[config.mk]
export PLATFORM = sky130hd
export DESIGN_NAME = boot_loader
export DESIGN_NICKNAME = d
export VERILOG_FILES = /design/src/rtl/boot_loader.sv
export SDC_FILE = /design/constraint.sdc
export NUM_CORES = 1
export LEC_CHECK = 0
export CAP_MARGIN = 20
export CORE_UTILIZATION = 39
export DETAILED_ROUTE_END_ITERATION = 8
export PLACE_DENSITY = 0.8
export SYNTH_ARGS = -nofsm -noshare
export SYNTH_HDL_FRONTEND = slang
export SYNTH_SLANG_ARGS = --single-unit
[constraint.sdc]
create_clock -name clock -period 1.9 [get_ports clock]
set_input_delay 0.38 -clock clock [delete_from_list [all_inputs] [get_ports clock]]
set_output_delay 0.38 -clock clock [all_outputs]
set_load 0.01 [all_outputs]
[src/rtl/boot_loader.sv]
// Boot loader: streams instruction words into instruction memory until the
// end-of-program sentinel, then releases the control unit from reset.
module boot_loader #(
    parameter int          ADDR_W   = 8,
    parameter logic [31:0] END_WORD = 32'hFFFF_FFFF
) (
    input  logic              clock,
    input  logic              reset,
    input  logic              start,
    input  logic [31:0]       in_data,
    input  logic              in_valid,
    output logic              in_ready,
    output logic              mem_we,
    output logic [ADDR_W-1:0] mem_addr,
    output logic [31:0]       mem_wdata,
    output logic [ADDR_W:0]   words_loaded,
    output logic              cpu_reset,
    output logic              boot_done,
    output logic              overflow,
    output logic [2:0]        dbg_state
);

    // Handshake: a word transfers on a rising edge where in_valid and in_ready
    // are both high; in_ready depends on state only (high exactly in LOAD).
    typedef enum logic [2:0] {
        S_IDLE    = 3'd0,
        S_LOAD    = 3'd1,
        S_RELEASE = 3'd2,
        S_DONE    = 3'd3,
        S_ERROR   = 3'd4
    } state_t;

    localparam logic [ADDR_W:0] CAPACITY = {1'b1, {ADDR_W{1'b0}}};

    state_t state;
    state_t state_next;
    logic   is_end;
    logic   full;
    logic   do_write;

    assign is_end    = (in_data == END_WORD);
    assign full      = (words_loaded == CAPACITY);
    assign dbg_state = state;

    always_comb begin
        state_next = state;
        in_ready   = 1'b0;
        cpu_reset  = 1'b1;
        boot_done  = 1'b0;
        overflow   = 1'b0;
        do_write   = 1'b0;
        case (state)
            S_IDLE: begin
                if (start) state_next = S_LOAD;
            end
            S_LOAD: begin
                in_ready = 1'b1;
                if (in_valid) begin
                    if (is_end)    state_next = S_RELEASE;
                    else if (full) state_next = S_ERROR;
                    else           do_write   = 1'b1;
                end
            end
            // One extra cycle in reset lets the last registered write retire.
            S_RELEASE: state_next = S_DONE;
            S_DONE: begin
                cpu_reset = 1'b0;
                boot_done = 1'b1;
            end
            S_ERROR: overflow = 1'b1;
            default: state_next = S_IDLE;
        endcase
    end

    always_ff @(posedge clock) begin
        if (reset) begin
            state        <= S_IDLE;
            mem_we       <= 1'b0;
            mem_addr     <= '0;
            mem_wdata    <= '0;
            words_loaded <= '0;
        end else begin
            state  <= state_next;
            mem_we <= do_write;
            if (do_write) begin
                mem_addr     <= words_loaded[ADDR_W-1:0];
                mem_wdata    <= in_data;
                words_loaded <= words_loaded + 1'b1;
            end
            if (state == S_IDLE && start) words_loaded <= '0;
        end
    end

endmodule

==> impl_metrics.tcl, run 1 <==
set metrics [dict create \
    status "finished, final reports clean" \
    numCtsBuffers 5 \
    wl_per_cell_um 14.9 \
    fin_crit_sh 0.971 \
    tns_ns 0 \
    power_mw 2.53 \
    synth_edf_count 0 \
    area_growth_pct 60.1 \
    cp_cell_sequence "clkdlybuf4s15_1, nand4_1, or4_4, o211ai_4, bufbuf_16, o21ai_2, a21oi_1" \
    firstDrtPassIters 4 \
    hold_viol_final 0 \
    syn_avg_cell_area_um2 8.27 \
    relSlewSlack 0.697 \
    maxSlewViolCount 0 \
    syn_nets 319 \
    start_util 0.412 \
    drt-total-wl_um 7040 \
    drtIter0Drc 167 \
    path_delay_family "simple AND/OR/NAND/NOR gates" \
    synthCells 281 \
    required_ns 2.13 \
    final_cells 473 \
    critPathArrivalTime_ns 2.08 \
    synthesis.area_um2 2320 \
    crit_buf_inv 2 \
    setup_viol 0 \
    cts_tree "yes" \
    max_stage_delay_ns 0.60 \
    grt_max_degree 26 \
    antenna_found_initial 0 \
    timing.final.ws_setup_ns 0.0560 \
    via_per_inst 5.48 \
    crit_type "primary input to flop" \
    vias 2593 \
    clockBufferDepth 2 \
    p_leak_nw 1.36 \
    yosys_warnings 0 \
    hold_class "primary input to flop" \
    place_hpwl_um 4860 \
    pre_cts_ws_ns -0.517 \
    clock_latency_ns 0.31 \
    dp.cells 454 \
    synth.area.top_cells "dfxtp_1 46%, a21oi_1 11%, nand3_1 8.4%" \
    yosysSeqAreaShare 0.456 \
    layout-drive-gt1-share 0.182 \
    yosysTopAreaCellShare 0.456 \
    critPathCaptureType "flop" \
    fmaxAchievable_ghz 0.542 \
    drc 0 \
    dieWidth_um 79.2 \
    routabilityCongestion 0.798 \
    finalCriticalPeriod_ns 1.84 \
    grt_overflow_total 0 \
    path_max_fanout 11 \
    synthFlopType "dfxtp_1" \
    core_area_um2 5640 \
    grt_pass1_wl_um 11200 \
    port_buffers 92 \
    rows 27 \
    grtUsageTotal 0.228 \
    cts_num_sinks 53 \
    final_cell_mix "57 x clkdlybuf4s50_1, 53 x a21oi_1, 52 x dfxtp_1, 39 x nand3_1, 37 x buf_4" \
    synthArstFlopShare 0 \
    slowest_stage "or4_4" \
    irDropWorstVdd_mv 0.339 \
    pin_count 93 \
    path_clk_slew_ns 0.10 \
    start_kind "primary input" \
    fin_nets 438 \
    fp.dieH_um 79.2 \
    worst_pin_slew_ns 0.449 \
    hold_slack_ns 0.329 \
    yosysUniqueCellTypes 33 \
    cts-root-buf "clkbuf_8" \
    final_common_cell "clkdlybuf4s50_1" \
    yosysTopAreaCell "dfxtp_1" \
    h-tree-depth 2 \
    grt_pass1_vias 2357 \
    synth_seq_cells 53 \
    drv_cap 0 \
    ant_nets 0 \
    pwr_density_cell_nw_per_um2 680 \
    n_antenna_cell 0 \
    die_area_um2 6270 \
    clock-skew-final_ns 0.00728 \
]
==> logic make-up after synthesis <==
family                   Yosys count  share of synthesized area
flip-flops                        53                      0.456
XOR/XNOR                           2                    0.00754
AND/OR/NAND/NOR                   84                      0.198
adder cells (fa/ha/maj)            2                     0.0108
AO/OA/AOI/OAI                    109                      0.260
buffers and inverters             31                     0.0673
==> area by class of cell <==
class,instances,area [um2]
Sequential cell,53,1060
Clock inverter,2,37.5
Tap cell,72,90.1
Clock buffer,6,82.6
Timing Repair Buffer,137,1300
Fill cell,477,1920
Multi-Input combinational cell,197,1120
Inverter,6,22.5
==> where the power goes <==
| group | internal (mW) | leakage [nW] | switching (mW) |
|---|---|---|---|
| Sequential | 1.16 | 0.431 | 0.0315 |
| Clock | 0.429 | 0.0574 | 0.366 |
| Combinational | 0.290 | 0.871 | 0.248 |
| Total | 1.88 | 1.36 | 0.645 |
==> Yosys cell counts (3+ instances only) <==
cell,instances
clkbuf_1,14
dfxtp_1,53
nor2_1,6
inv_1,6
nand4_1,13
buf_6,4
a21oi_1,53
o21ai_0,32
buf_2,5
o21ai_1,9
o21ai_2,5
o31ai_1,3
nand3_1,39
nand2_1,8
==> metrics by stage <==
stage               cell area (um2)   util
finish                         3720  0.660
floorplan                      2320      -
global placement               3480  0.617
CTS                            3700  0.656
global route                   3720  0.660
detailed placement             3480  0.617
==> flip-flops by register name, indices dropped and copies added, names as in the netlist <==
| name | flops |
|---|---|
| dbg_state | 3 |
| words_loaded | 9 |
| mem_addr | 8 |
| mem_wdata | 32 |
| mem_we | 1 |
==> worst register-to-register path: cells and delay by family (launching register included) <==
family / cells / cell delay (ns)
DFF: 1 / 0.42
and+or+nand+nor: 2 / 0.69
buffers and inverters: 1 / 0.29
AOI/OAI and AO/OA: 2 / 0.28
==> timing repair <==
action,in CTS,in global routing
hold buffers,0,0
cloned,2,0
buffers inserted,8,1
pin swaps,10,13
resized for setup,40,38
endpoints found under the setup margin,51,48
==> routing by layer <==
metal | routed length [um] | global-route usage | part of all wire | up-vias
li1 | - | - | - | 1267
met1 | 2980 | 0.288 | 0.42 | 1205
met2 | 3480 | 0.380 | 0.49 | 108
met3 | 447 | 0.0460 | 0.064 | 13
met4 | 127 | 0.0836 | 0.018 | 0
met5 | 0 | 0 | 0 | -
==> path summary, 6_finish.rpt <==
| path | startpoint | endpoint | slack [ns] | depth (start not counted) |
|---|---|---|---|---|
| worst max-delay path | in_data[21] | mem_addr[0]$_SDFFE_PP0P_ | 0.06 | 7 |
| worst min-delay path | in_data[10] | mem_wdata[10]$_SDFFE_PP0P_ | 0.33 | 3 |
| worst min register to register | mem_addr[5]$_SDFFE_PP0P_ | mem_addr[5]$_SDFFE_PP0P_ | 0.47 | 2 |
| worst max register to register | words_loaded[3]$_SDFFE_PP0P_ | mem_wdata[30]$_SDFFE_PP0P_ | 0.17 | 5 |
Note: power is estimated with default switching activity, not from simulation.
==> run 2: changes to the inputs <==
--- a/config.mk
+++ b/config.mk
@@ -6,6 +6,7 @@
 export NUM_CORES = 1
 export LEC_CHECK = 0
 export CAP_MARGIN = 20
+export CORE_MARGIN = 8
 export CORE_UTILIZATION = 39
 export DETAILED_ROUTE_END_ITERATION = 8
 export PLACE_DENSITY = 0.8
==> impl_metrics.tcl, run 2 (synthesis gave the netlist of run 1 again) <==
set metrics [dict create \
    grt_pass1_vias 2653 \
    firstDrtPassIters 4 \
    ant_nets 0 \
    seqPwrFrac 0.476 \
    final_common_cell "clkdlybuf4s50_1" \
    final_cell_mix "57 x clkdlybuf4s50_1, 53 x dfxtp_1, 52 x a21oi_1, 44 x buf_4, 39 x nand3_1" \
    drc 0 \
    final_util 0.639 \
    cts_tree "yes" \
    numCtsBuffers 5 \
    clock-skew-final_ns 0.0119 \
    fp.dieH_um 93.2 \
    drv_cap 0 \
    rows 28 \
    fmaxAchievable_ghz 0.533 \
    hold_viol_final 0 \
    power_mw 2.50 \
    grt_overflow_total 0 \
    timing.final.ws_setup_ns 0.0235 \
    reg2reg_depth 7 \
    relSlewSlack 0.742 \
    intPower_mw 1.86 \
    finalCriticalPeriod_ns 1.88 \
    n_fill_cell 506 \
    start_kind "primary input" \
    start_util 0.397 \
    layout-drive-gt1-share 0.170 \
    pre_cts_ws_ns -0.553 \
    hold_slack_ns 0.331 \
    worst_pin_slew_ns 0.382 \
    fin_crit_sh 0.988 \
    dieWidth_um 93.2 \
    hold_buffers 0 \
    port_buffers 92 \
    hold_end "mem_wdata[22]$_SDFFE_PP0P_" \
    routabilityCongestion 0.794 \
    cts_num_sinks 53 \
    place_hpwl_um 5510 \
    clockBufferDepth 2 \
    largestRegisters "mem_wdata: 32 flops, words_loaded: 9 flops, mem_addr: 8 flops" \
    path_clk_slew_ns 0.10 \
    fin_nets 443 \
    setup_viol 0 \
    area_growth_pct 60.8 \
    reg2reg_slack_ns 0.19 \
    vias 2633 \
    clkPwrFrac 0.317 \
    critPathCaptureType "flop" \
    irDropWorstVdd_mv 0.452 \
    core_area_um2 5850 \
    hold_depth 3 \
    final_cells 481 \
    h-tree-depth 2 \
    combPwrFrac 0.207 \
    r2r_end "words_loaded[7]$_SDFFE_PP0P_" \
    crit_start "in_data[9]" \
    status "finished, final reports clean" \
    largest_reg_flops 32 \
    rr_startpoint "dbg_state[1]$_SDFFE_PP0P_" \
    maxSlewViolCount 0 \
    grt_pass1_wl_um 12400 \
    dp.cells 458 \
    critPathArrivalTime_ns 2.11 \
    grt_max_degree 46 \
    pin_count 93 \
    postPlaceCellArea_um2 3520 \
    regArea_um2 1060 \
    switchingPower_uw 639 \
    n_antenna_cell 0 \
    grtUsageTotal 0.172 \
    final_cell_area_um2 3740 \
    cts-root-buf "clkbuf_8" \
    swShare 0.255 \
    multiInputGateArea_um2 1120 \
    drtIter0Drc 124 \
    wl_per_cell_um 16.1 \
    largest-register "mem_wdata" \
    crit_type "primary input to flop" \
    clock_latency_ns 0.30 \
    die_area_um2 8690 \
    pwr_density_cell_nw_per_um2 670 \
    required_ns 2.13 \
    antenna_found_initial 0 \
    via_per_inst 5.47 \
    drt-total-wl_um 7740 \
    hold_path.startpoint "in_data[22]" \
    tns_ns 0 \
    p_leak_nw 1.39 \
    hold_class "primary input to flop" \
    path_max_fanout 10 \
]
[run 2: changes by cell type in the layout (fill, tap and decap cells not counted), moves of 4 or more]
cell and delta:
clkdlybuf4s15_1 -4, buf_4 +7, clkbuf_2 -7, dlygate4sd2_1 +11
[run 2: layout make-up]
| class | count | area share |
|---|---|---|
| multi-input combinational | 197 | 0.299 |
| tap | 75 | 0.0251 |
| timing repair buffer | 142 | 0.355 |
| clock buffer | 7 | 0.0231 |
| inverter | 6 | 0.00603 |
| sequential | 53 | 0.284 |
| clock inverter | 1 | 0.00803 |
[run 2: power groups by stage]
stage / logic [mW] / clock network (mW) / registers, mW
4_1_cts: 0.525 / 0.801 / 1.19
6_report: 0.519 / 0.793 / 1.19
3_3_place_gp: 0.510 / 0 / 1.21
2_1_floorplan: 0.198 / 0 / 1.24
5_1_grt: 0.564 / 0.845 / 1.20
3_5_place_dp: 0.518 / 0 / 1.22
[run 2: repair_timing]
action	in CTS	in global routing
hold endpoints to repair	0	0
buffers inserted	14	2
pin swaps	16	8
gates resized for setup	41	17
cloned	1	0
endpoints found under the setup margin	49	26
[run 2: worst max-delay path by stage]
stage	depth (start not counted)	endpoint
3_5_place_dp	7	mem_wdata[31]$_SDFFE_PP0P_
4_1_cts	4	boot_done
2_1_floorplan	7	mem_wdata[1]$_SDFFE_PP0P_
3_3_place_gp	7	mem_wdata[25]$_SDFFE_PP0P_
5_1_grt	8	mem_addr[6]$_SDFFE_PP0P_
6_report	8	mem_addr[2]$_SDFFE_PP0P_
[run 2: worst max-delay path: stages]
cell and delay [ns]:
dlygate4sd2_1 0.21, nand4_1 0.16, or4_4 0.61, o211ai_4 0.26
buf_6 0.15, buf_16 0.13, o21ai_1 0.07, a21oi_1 0.13
[run 2: per-layer routing]
layer | routed length (um) | vias up | track usage
met5 | 0 | - | 0
met4 | 73 | 0 | 0.0376
met3 | 508 | 8 | 0.0513
met2 | 3950 | 86 | 0.310
met1 | 3200 | 1264 | 0.193
li1 | - | 1275 | -
==> edit 1, RTL diff (config.mk and constraints of run 1) <==
`ADDR_W`: 8 -> 10.
--- a/src/rtl/boot_loader.sv
+++ b/src/rtl/boot_loader.sv
@@ -1,7 +1,7 @@
 // Boot loader: streams instruction words into instruction memory until the
 // end-of-program sentinel, then releases the control unit from reset.
 module boot_loader #(
-    parameter int          ADDR_W   = 8,
+    parameter int          ADDR_W   = 10,
     parameter logic [31:0] END_WORD = 32'hFFFF_FFFF
 ) (
     input  logic              clock,
Ports: changed (resized mem_addr and words_loaded); port bits go from 93 to 97. The function was not compared with the original's and may differ.
==> edit 1 against run 1 <==
- wire length increased by 21%
- synthesized area increased by 18%
- sequential cell count increased by 4
- register-to-register slack got worse by 20 ps
- final area increased by 19%
- setup slack got worse by 0.67 ps
- clock power increased by 83%
- die area increased by 18%
- count of clock-buffer cells in the layout increased by 6
- via count increased by 11%
- total power increased by 27%
- critical path type unchanged
- critical endpoint is now words_loaded[9]
- largest cell class unchanged
==> edit 1: results (changes against run 1) <==
critical_path:
  timing.rr.start: "words_loaded[0]"
  cp-endpoint: "words_loaded[9]"
  worstSetupStartpoint: "in_data[16]"
  worst_r2r_path_depth: 7  # +2
  regToRegSetupSlack_ps: 150  # -20 ps
  arrival_ps: 2120  # +40 ps
final_layout:
  fill_cells: 541  # +13%
  finalNetCount: 466  # +6.4%
  drive_above_1_share_pct: 25.2  # +7.0 points
clock_tree:
  htree_levels: 3  # +1
  clkLatencyLatePin_ps: 340  # +30 ps
  cts-resized-gates: 5  # -88%
  post_cts_buffers: 1  # -7
sta:
  max_slew_margin_pct: 64.9  # -4.7 points
detailed_routing:
  wl_met2_mm: 4.26  # +22%
  wl_mm: 8.50  # +21%
  m1WireLength_mm: 3.60  # +21%
min_path:
  holdPathEnd: "mem_wdata[3]"
  hold_start: "in_data[3]"
placed_design:
  place_congestion: 0.866  # +8.5%
  numPortBuffers: 96  # +4.3%
outcome:
  status: "finished, final reports clean"
power_and_ir_drop:
  leakage_uw: 0.00179  # +32%
  irDropWorstVdd_uv: 343  # +1.1%
global_route:
  grt_start_max_net_pins: 30  # +15%
  grt_pass1_wl_mm: 13.3  # +18%
synth:
  ys_types: 42  # +27%
edit 1: changes by cell type in the layout (fill, tap and decap cells not counted), sizes merged, moves of 3 or more:
cell,change
a2111oi,+4
buf,+3
dlymetal6s2s,+31
nor2,+4
a21oi,-3
nand3,+7
clkdlybuf4s15,-15
clkdlybuf4s50,+5
xnor2,+4
dlygate4sd2,-10
dfxtp,+4
edit 1: layer usage:
layer	track usage, %	vias up
met5	0	-
li1	-	1353
met4	10.5	0
met2	39.0	103
met1	27.4	1411
met3	5.00	12
edit 1: where the power goes:
part	leakage, uW	switching, uW	total (uW)	internal [uW]
combinational	0.00120	248	517	269
clock	0.000127	508	1450	946
sequential	0.000465	22.2	1250	1230
total	0.00179	778	3220	2440
edit 1: metrics by stage:
| step | util, % | area, um^2 | setup slack [ps] | total power, uW | cells |
|---|---|---|---|---|---|
| 5_1_grt | 65.0 | 4410 | -24.3 | 3320 | 529 |
| 3_3_place_gp | 58.3 | 3960 | -310 | 1750 | 503 |
| 6_report | 65.0 | 4410 | 55.3 | 3220 | 529 |
| 4_1_cts | 62.1 | 4220 | 2.22 | 3210 | 520 |
| 3_5_place_dp | 58.3 | 3960 | -354 | 1760 | 503 |
| 2_1_floorplan | - | 2750 | 187 | 1530 | 300 |
edit 1: cells by family after synthesis:
| logic type | Yosys count | share of synthesized area (%) |
|---|---|---|
| buf+inv | 33 | 9.87 |
| simple gates | 92 | 19.7 |
| compound gates | 110 | 26.1 |
| xor+xnor | 6 | 1.91 |
| flops | 57 | 41.5 |
| fa+ha+maj | 2 | 0.910 |
edit 1: area by class of cell:
cell class                      instances  area share (%)
Inverter                                6           0.510
Multi-Input combinational cell        210            30.5
Clock inverter                          4            2.24
Timing Repair Buffer                  144            34.5
Clock buffer                           12            3.51
Tap cell                               96            2.72
Sequential cell                        57            26.0
==> edit 2, RTL diff (config.mk and constraints of run 1) <==
Without the edit above. Put a register stage on the output `overflow`, without a reset. The value now appears one clock later. The other outputs are not delayed to match.
--- a/src/rtl/boot_loader.sv
+++ b/src/rtl/boot_loader.sv
@@ -32,6 +32,8 @@
 
     localparam logic [ADDR_W:0] CAPACITY = {1'b1, {ADDR_W{1'b0}}};
 
+    logic overflow_d;
+
     state_t state;
     state_t state_next;
     logic   is_end;
@@ -47,7 +49,7 @@
         in_ready   = 1'b0;
         cpu_reset  = 1'b1;
         boot_done  = 1'b0;
-        overflow   = 1'b0;
+        overflow_d = 1'b0;
         do_write   = 1'b0;
         case (state)
             S_IDLE: begin
@@ -67,7 +69,7 @@
                 cpu_reset = 1'b0;
                 boot_done = 1'b1;
             end
-            S_ERROR: overflow = 1'b1;
+            S_ERROR: overflow_d = 1'b1;
             default: state_next = S_IDLE;
         endcase
     end
@@ -91,5 +93,9 @@
         end
     end
 
+    always_ff @(posedge clock) begin
+        overflow <= overflow_d;
+    end
+
 endmodule
 
Check against the original RTL: same outputs for any inputs over 10 cycles, from zero or initial values and one cycle with reset high; that may be too few to reach the edited logic, so the function may still have changed.
==> edit 2 against run 1 <==
- total power is 0.19% lower
- largest cell class unchanged
- largest power group unchanged
- wire length increased by 3.3%
- synthesized cell count is 0.36% higher
- final area is 0.27% higher
- sequential cell count rose by 1
- clock skew down 1.9 ps
- setup slack worse by 15 ps
- non-clock buffer count grew 9
- clock power decreased by 5.9%
- synthesized area grew 0.86%
==> edit 2: results (changes against run 1) <==
clock_tree:
  clkLatencyLatePin_ps: 310  # about the same
  htree_levels: 2  # unchanged
  clock_path_buffers: 2  # unchanged
  cts_root_buffer: "clkbuf_8"
  clk_pin_slew_ps: 100  # about the same
  cts_buffers: 5  # unchanged
min_path:
  hold_start: "in_data[19]"
  hold_class: "input port to register"
synth:
  synthTopCellsByArea: "dfxtp_1 (46%), a21oi_1 (11%), nand3_1 (8.3%)"
  ys_types: 33  # unchanged
  ys_async_sr_fraction_pct: 0  # unchanged
  synth-seq-area-share_pct: 46.1  # +0.46 points
  syn-num-nets: 320  # +0.31%
  yosys_warnings: 0  # unchanged
  syn_area_per_cell_um2: 8.31  # +0.50%
  synth_flop_cell: "dfxtp_1"
  ys_top_cells_by_count: "dfxtp_1 (54), a21oi_1 (53), nand3_1 (39)"
detailed_routing:
  vias_per_cell: 5.40  # -1.5%
  dr.pass1.iters: 5  # +1
  drtIter0Drc: 154  # -7.8%
  vias: 2608  # +0.58%
  wl_mm: 7.27  # +3.3%
global_route:
  grt_pass1_vias: 2447  # +3.8%
  antenna_found_initial: 0  # unchanged
  grt.met1_usage_pct: 28.8  # about the same
  grt_util_met3_pct: 4.11  # -0.48 points
  grt_pass1_wl_mm: 11.5  # +2.5%
  grt_start_max_net_pins: 26  # unchanged
  groute.usage.overall_pct: 23.4  # +0.65 points
  use_met2_pct: 40.7  # +2.7 points
critical_path:
  timing.rr.start: "dbg_state[1]"
  worstSetupStartpoint: "in_data[0]"
  arrival_ps: 2050  # -30 ps
  cp_max_fo: 16  # +5
final_layout:
  finalNetCount: 448  # +2.3%
  largestRegisters: "mem_wdata (32), words_loaded (9), mem_addr (8)"
  fill_cells: 470  # -1.5%
  antenna_cells: 0  # unchanged
  drive_above_1_share_pct: 22.1  # +3.9 points
power_and_ir_drop:
  leakage_uw: 0.00141  # +3.9%
  irDropWorstVdd_uv: 405  # +19%
placed_design:
  hpwl_mm: 4.87  # +0.39%
  place_congestion: 0.820  # +2.8%
  placed_cells: 458  # +0.88%
  numPortBuffers: 92  # unchanged
outcome:
  status: "finished, final reports clean"
sta:
  skew_ps: 5.42  # -1.86 ps
  max_slew_margin_pct: 78.1  # +8.4 points
==> edit 2: cell types whose count changed after synthesis <==
cell	run 1	this run
dfxtp_1	53	54
==> edit 2: logic make-up after synthesis <==
family	share of synthesized area [%]
compound gates	25.8
xor+xnor	0.747
fa+ha+maj	1.07
buf+inv	6.67
flops	46.1
simple gates	19.6
==> edit 2: metal layers <==
layer  share of wire (%)  wire (um)
met5                   0          0
met4                 1.1         79
met3                 6.3        455
met2                  49       3600
met1                  43       3140
==> edit 2: path summary, 6_finish.rpt <==
path,slack [ps],cells after the start,endpoint
setup / recovery,40,8,mem_wdata[8]
hold / removal,310,3,mem_wdata[19]
setup reg to reg,170,11,mem_wdata[30]
hold reg to reg,470,2,mem_addr[0]
==> edit 2: metrics by stage <==
step	utilization, %	total power (uW)	area [um^2]	worst slack, ps
2_1_floorplan	-	1460	2340	53.3
3_3_place_gp	62.3	1730	3510	-486
3_5_place_dp	62.3	1740	3510	-567
4_1_cts	66.4	2510	3740	1.95
5_1_grt	66.1	2630	3730	0.565
6_report	66.1	2520	3730	41.4
==> edit 2: cell type report <==
| type | instances | area (um^2) | share of cell area [%] |
|---|---|---|---|
| well taps | 72 | 90.1 | 2.41 |
| flip-flops and latches | 54 | 1080 | 29.0 |
| multi-input cells | 197 | 1110 | 29.8 |
| inverters | 6 | 22.5 | 0.604 |
| clock buffers | 8 | 110 | 2.95 |
| repair buffers | 146 | 1310 | 35.2 |
==> edit 2: worst max-delay path: stages <==
cell	delay, ps
clkdlybuf4s15_1	180
nand4_1	120
or4_4	580
buf_4	170
o211a_1	230
buf_4	210
nand3_1	110
a21oi_1	70
==> edit 2: what timing repair did <==
action                                  in CTS  in global routing
endpoints found under the setup margin      49                 49
resized for setup                           39                 50
cloned                                       2                  0
pin swaps                                   21                 15
setup buffers                               12                  3
==> edit 2: where the power goes <==
| group | switching (uW) | internal [uW] |
|---|---|---|
| sequential | 28.3 | 1190 |
| combinational | 258 | 305 |
| clock | 378 | 369 |
